$ cat src/rtl/ctr_pkg.sv
// ctr_pkg: shared definitions for the programmable up/down counter.
//   mode_e          - end-of-range behaviour encodings
//   DEF_WIDTH       - default count width
//   DEF_PRESCALE_W  - default prescaler width
package ctr_pkg;

  typedef enum logic [1:0] {
    MODE_WRAP   = 2'b00,
    MODE_SAT    = 2'b01,
    MODE_BOUNCE = 2'b10,
    MODE_RSVD   = 2'b11  // behaves as wrap
  } mode_e;

  localparam int unsigned DEF_WIDTH      = 8;
  localparam int unsigned DEF_PRESCALE_W = 16;

endpackage

$ cat src/rtl/ctr_prescaler.sv
// ctr_prescaler: enable-gated divider producing a tick every prescale+1 enabled cycles.
//   clk, rst  - clock, asynchronous active-high reset
//   en        - count enable; 0 freezes the divider
//   clear     - synchronous clear of the divider (wins over counting)
//   prescale  - terminal divider value
//   tick      - combinational, high when en=1 and divider == prescale
module ctr_prescaler
  import ctr_pkg::*;
#(
  parameter int unsigned PRESCALE_W = DEF_PRESCALE_W
) (
  input  logic                  clk,
  input  logic                  rst,
  input  logic                  en,
  input  logic                  clear,
  input  logic [PRESCALE_W-1:0] prescale,
  output logic                  tick
);

  logic [PRESCALE_W-1:0] div_q, div_d;

  assign tick = en && (div_q == prescale);

  always_comb begin
    div_d = div_q;
    if (clear) begin
      div_d = '0;
    end else if (tick) begin
      div_d = '0;
    end else if (en) begin
      div_d = div_q + 1'b1;
    end
  end

  always_ff @(posedge clk or posedge rst) begin
    if (rst) begin
      div_q <= '0;
    end else begin
      div_q <= div_d;
    end
  end

endmodule

$ cat src/rtl/prog_updown_counter.sv
// prog_updown_counter: bounded up/down counter with wrap, saturate and bounce end modes.
//   clk, rst          - clock, asynchronous active-high reset
//   en                - run enable (0 = pause)
//   dir               - requested direction (1 = up)
//   mode              - 00 wrap, 01 saturate, 10 bounce, 11 wrap
//   min_val, max_val  - inclusive bounds
//   step              - increment per tick (0 acts as 1)
//   prescale          - tick every prescale+1 enabled cycles
//   load, load_val    - synchronous load, value clamped to the bounds
//   count             - registered count
//   cur_dir           - registered effective direction
//   tc                - registered terminal-count pulse
//   at_min, at_max    - combinational bound flags
//   cfg_err           - combinational, min_val > max_val
module prog_updown_counter
  import ctr_pkg::*;
#(
  parameter int unsigned WIDTH      = DEF_WIDTH,
  parameter int unsigned PRESCALE_W = DEF_PRESCALE_W
) (
  input  logic                  clk,
  input  logic                  rst,
  input  logic                  en,
  input  logic                  dir,
  input  logic [1:0]            mode,
  input  logic [WIDTH-1:0]      min_val,
  input  logic [WIDTH-1:0]      max_val,
  input  logic [WIDTH-1:0]      step,
  input  logic [PRESCALE_W-1:0] prescale,
  input  logic                  load,
  input  logic [WIDTH-1:0]      load_val,
  output logic [WIDTH-1:0]      count,
  output logic                  cur_dir,
  output logic                  tc,
  output logic                  at_min,
  output logic                  at_max,
  output logic                  cfg_err
);

  logic [WIDTH-1:0] count_q, count_d;
  logic             cur_dir_q, cur_dir_d;
  logic             tc_q, tc_d;

  logic             tick;
  logic             load_ok;
  logic             bounce;
  logic             eff_dir;
  logic             outside;
  logic             at_term;
  mode_e            mode_dec;
  logic [WIDTH-1:0] load_clamped;
  logic [WIDTH-1:0] term_val;

  // One extra bit so overshoot and borrow are visible before clamping.
  logic [WIDTH:0]   cnt_x, min_x, max_x, step_x;
  logic [WIDTH:0]   sum_up, sum_dn, next_up, next_dn, next_mv;

  assign mode_dec = mode_e'(mode);
  assign bounce   = (mode_dec == MODE_BOUNCE);
  assign cfg_err  = (min_val > max_val);
  assign load_ok  = load && !cfg_err;

  // Bounce keeps its own direction; other modes follow dir directly.
  assign eff_dir  = bounce ? cur_dir_q : dir;

  assign at_min   = (count_q == min_val);
  assign at_max   = (count_q == max_val);
  assign outside  = (count_q < min_val) || (count_q > max_val);
  assign at_term  = eff_dir ? at_max : at_min;
  assign term_val = eff_dir ? max_val : min_val;

  assign cnt_x    = {1'b0, count_q};
  assign min_x    = {1'b0, min_val};
  assign max_x    = {1'b0, max_val};
  assign step_x   = (step == '0) ? {{WIDTH{1'b0}}, 1'b1} : {1'b0, step};
  assign sum_up   = cnt_x + step_x;
  assign sum_dn   = cnt_x - step_x;
  assign next_up  = (sum_up > max_x) ? max_x : sum_up;
  // MSB of sum_dn is the borrow: step was larger than count.
  assign next_dn  = (sum_dn[WIDTH] || (sum_dn < min_x)) ? min_x : sum_dn;
  assign next_mv  = eff_dir ? next_up : next_dn;

  assign load_clamped = (load_val < min_val) ? min_val :
                        (load_val > max_val) ? max_val : load_val;

  ctr_prescaler #(
    .PRESCALE_W (PRESCALE_W)
  ) u_prescaler (
    .clk      (clk),
    .rst      (rst),
    .en       (en),
    .clear    (load_ok),
    .prescale (prescale),
    .tick     (tick)
  );

  always_comb begin
    count_d   = count_q;
    cur_dir_d = cur_dir_q;
    tc_d      = 1'b0;

    if (load_ok) begin
      count_d   = load_clamped;
      cur_dir_d = dir;
    end else begin
      if (en && !bounce) begin
        cur_dir_d = dir;
      end
      if (tick && !cfg_err) begin
        if (outside) begin
          // Re-enter the range at the starting bound for this direction.
          count_d = eff_dir ? min_val : max_val;
        end else if (at_term) begin
          unique case (mode_dec)
            MODE_SAT: begin
              count_d = count_q;
            end
            MODE_BOUNCE: begin
              cur_dir_d = ~cur_dir_q;
              count_d   = cur_dir_q ? next_dn[WIDTH-1:0] : next_up[WIDTH-1:0];
              tc_d      = 1'b1;
            end
            MODE_WRAP, MODE_RSVD: begin
              count_d = eff_dir ? min_val : max_val;
              tc_d    = 1'b1;
            end
            default: begin
              count_d = count_q;
            end
          endcase
        end else begin
          count_d = next_mv[WIDTH-1:0];
          tc_d    = (next_mv[WIDTH-1:0] == term_val);
        end
      end
    end
  end

  always_ff @(posedge clk or posedge rst) begin
    if (rst) begin
      count_q   <= '0;
      cur_dir_q <= 1'b1;
      tc_q      <= 1'b0;
    end else begin
      count_q   <= count_d;
      cur_dir_q <= cur_dir_d;
      tc_q      <= tc_d;
    end
  end

  assign count   = count_q;
  assign cur_dir = cur_dir_q;
  assign tc      = tc_q;

endmodule

$ cat config.mk
export PLATFORM = sky130hd
export DESIGN_NAME = prog_updown_counter
export DESIGN_NICKNAME = d
export VERILOG_FILES = /design/src/rtl/ctr_pkg.sv /design/src/rtl/ctr_prescaler.sv /design/src/rtl/prog_updown_counter.sv
export SDC_FILE = /design/constraint.sdc
export NUM_CORES = 1
export LEC_CHECK = 0
export CAP_MARGIN = 20
export CORE_MARGIN = 8
export CORE_UTILIZATION = 40
export CTS_BUF_LIST = sky130_fd_sc_hd__clkbuf_16
export DETAILED_ROUTE_END_ITERATION = 7
export SETUP_SLACK_MARGIN = 0.3
export SLEW_MARGIN = 20
export SYNTH_ARGS = -nofsm -noshare
export SYNTH_HDL_FRONTEND = slang
export SYNTH_HIERARCHICAL = 1
export SYNTH_SLANG_ARGS = --single-unit
$ cat constraint.sdc
create_clock -name clk -period 7.6 [get_ports clk]
set_input_delay 1.52 -clock clk [delete_from_list [all_inputs] [get_ports clk]]
set_output_delay 1.52 -clock clk [all_outputs]
set_load 0.005 [all_outputs]
==> reports/qor.txt <==
Seq pwr share: 16.1%
Clock Path Buffers: 2
CTS resizes: 0
WL/cell: 21.09 um
GR Overflow Total: 0
Register area share after synthesis: 13.42%
Cell Area, Synth: 0.004857 mm^2
RSZ-0062 raised after global routing: no
Slew @ Worst Pin: 1.033 ns
Slowest cell on crit path: clkdlybuf4s50_1
Fin crit share: 79.48%
Maxcap violations: 0
Die Wd: 126.2 um
Worst hold path type: register to register
Synth Net Count: 733
Reg-to-reg critical path endpoint: count[7]
Syn avg cell area: 8.082 um^2
Largest delay share family, worst path: compound AO/OA/AOI/OAI gates
YS warnings: 6
P_int: 0.6392 mW
Iter 0 DRT Violations: 467
R2R Setup Slk: 3.07 ns
Initial Util: 40.78%
FF+latch area: 651.9 um^2
Final WL: 16.83 mm
Max Fclk: 0.1656 GHz
CTS Root Cell: clkbuf_16
Hold_sp: u_prescaler/div_q[1]
DPL Wire Length: 13.52 mm
Synth top area share: 19.32%
Cts bufs inserted: 3
Hold depth: 2
Switching power: 0.6129 mW
Sw Ratio: 48.95%
Final-report max-slew violation count: 0
Startpoint Class: primary input
Combinational Power Share: 71.2%
Clock slew at reported path FFs: 0.07 ns
Post-synthesis cell type count: 76
Overall routing resource usage: 20.61%
Top_reg_cell synth: dfrtp_1
Die area: 0.01593 mm^2
Pleak: 2.400 nW
Arr. time, crit path: 6.19 ns
Antenna diode count: 0
Via density: 6.142
Crit path kind: primary input to register
Cell count after synthesis: 601
CORE AREA: 0.01191 mm^2
Most frequent cells after synthesis: ha_1, nor2_1, a21oi_1
Std-Cell Rows: 40
CP bufs+invs: 2
CTS tree: built
Setup repair bufs after CTS: 0
R2R depth: 14
Final setup viols: 0
Initial antenna violation count: 0
Setup TNS: 0 ns
Area after DPL: 0.005622 mm^2
Total iterations of the first detailed-routing run: 5
Most numerous cell in the Yosys netlist: ha_1
Routed Antenna Nets: 0
Outcome: finished clean
Via count: 4901
Crit. End Element: register
Hold Fails Final Rpt: 0
Layout cell share with drive strength beyond 1: 6.605%
Buffers on Ports: 67
P per Cell Area: 218.6 mW/mm^2
Final-stage net count: 784
Area Growth Syn to Fin: 17.90%
Final Skew: 0.002501 ns
Number of global-route vias before repair: 4760
CTS Hold Bufs: 0
FFs w/ async S/R, synth: 100.0%
Largest stage delay, worst path: 0.56 ns
Final min period: 6.040 ns
H-tree levels: 1
Clock power share: 12.7%
GPL Wtd Cong: 0.9789
CTS Sinks: 26
WP data required: 7.75 ns
Area of the multi-input gates: 0.003924 mm^2
IO Count: 68
Worst-Skew Late Latency: 0.27 ns
Synth Register Bits: 26
Post-route cell area: 0.005727 mm^2
Die Height: 126.2 um
Worst r2r src: count[5]
Area leader, netlist: ha_1
CP max FO: 10
Pin count of the biggest net entering global routing: 27
Remaining DRCs: 0
CP cell instances: clkdlybuf4s50_1, inv_1, a41o_1, ha_1, fa_1, nand2b_1, a211oi_1, o21ai_1, a21bo_2, ha_1, a2111oi_0, o21ai_1, o221ai_1, o311ai_2, mux2i_1, mux2_2, nor4_1, o32a_1
Hold EP: u_prescaler/div_q[1]
Number of synthesized flops with an enable pin: 0
Rel. slew slack: 31.03%
Main area contributors after synthesis: ha_1, dfrtp_1, xnor2_1
First-pass GRT wire length: 26.41 mm
Worst vdd ir: 0.09812 mV
Fill cells: 1171
kinds of logic (layout without fill, tap and decap cells):
kind of cell / Yosys count / in the layout / synth area share (%)
AND/OR/NAND/NOR: 181 / 181 / 19.32
AO/OA/AOI/OAI: 164 / 164 / 24.50
adder cells (fa/ha/maj): 77 / 77 / 20.14
buffers and inverters: 68 / 118 / 5.951
XOR/XNOR: 50 / 50 / 9.325
multiplexers: 35 / 35 / 7.342
flip-flops: 26 / 26 / 13.42
worst max path at each step:
stage	from	to	slack [ns]	cells after the start
2_1_floorplan	step[2]	count[7]	2.30	18
3_5_place_dp	step[1]	count[7]	1.42	18
4_1_cts	step[1]	count[7]	1.67	18
3_3_place_gp	step[2]	count[7]	1.50	19
5_1_grt	step[2]	count[7]	1.29	18
6_report	step[1]	count[7]	1.56	18
flip-flops by register name, summed over array words and instances (netlist names):
signal             cells
tc                     1
u_prescaler/div_q     16
cur_dir                1
count                  8
worst min-delay path, delay by kind of cell, from the launching register on:
family	cells	cell delay (ns)
compound gates	1	0.08
flops	1	0.42
buf+inv	1	0.07
layout by cell type (no fill, tap or decap), drive strengths merged, types with 4 or more instances in the layout:
master | Yosys | routed
a211oi | 21 | 21
a21o | 11 | 11
a21oi | 46 | 46
a31oi | 7 | 7
and3 | 4 | 4
buf | 11 | 4
clkdlybuf4s50 | 0 | 67
dfrtp | 25 | 25
ha | 75 | 75
inv | 43 | 43
mux2 | 5 | 5
mux2i | 30 | 30
nand2 | 33 | 33
nand2b | 8 | 8
nand3 | 21 | 21
nand4 | 13 | 13
nor2 | 62 | 62
nor2b | 6 | 6
nor3 | 8 | 8
nor4 | 10 | 10
o211ai | 4 | 4
o21ai | 19 | 19
o221ai | 9 | 9
o22ai | 4 | 4
o32ai | 4 | 4
xnor2 | 43 | 43
xor2 | 7 | 7
power groups by stage:
stage	combinational [mW]	sequential (mW)	clock [mW]
2_1_floorplan	0.632	0.178	0
3_3_place_gp	0.854	0.202	0
3_5_place_dp	0.873	0.203	0
4_1_cts	0.878	0.200	0.160
5_1_grt	0.975	0.203	0.167
6_report	0.891	0.202	0.159
stage by stage:
stage	util (%)	power [mW]	setup slack, ns	cells	hold WS, ns
3_3_place_gp	47.20	1.056	1.495	794	0.5894
6_report	48.08	1.252	1.560	798	0.6081
3_5_place_dp	47.20	1.075	1.415	794	0.6038
2_1_floorplan	-	0.8105	2.296	601	0.5682
5_1_grt	48.08	1.345	1.286	798	0.6533
4_1_cts	48.08	1.238	1.668	798	0.6150
cell type report:
type	instances	share of cell area, %
multi-input cells	507	68.52
clock buffers	3	1.311
inverters	43	2.818
clock inverters	1	0.5244
repair buffers	71	12.24
flip-flops and latches	26	11.38
well taps	147	3.212
layer usage:
metal	track usage, %	wire [um]	vias to the layer above
met1	28.82	7710	2344
met3	1.857	1139	21
li1	-	-	2328
met4	5.166	331	0
met5	0	0	-
met2	33.20	7645	208
(Power assumes the default switching activity.)
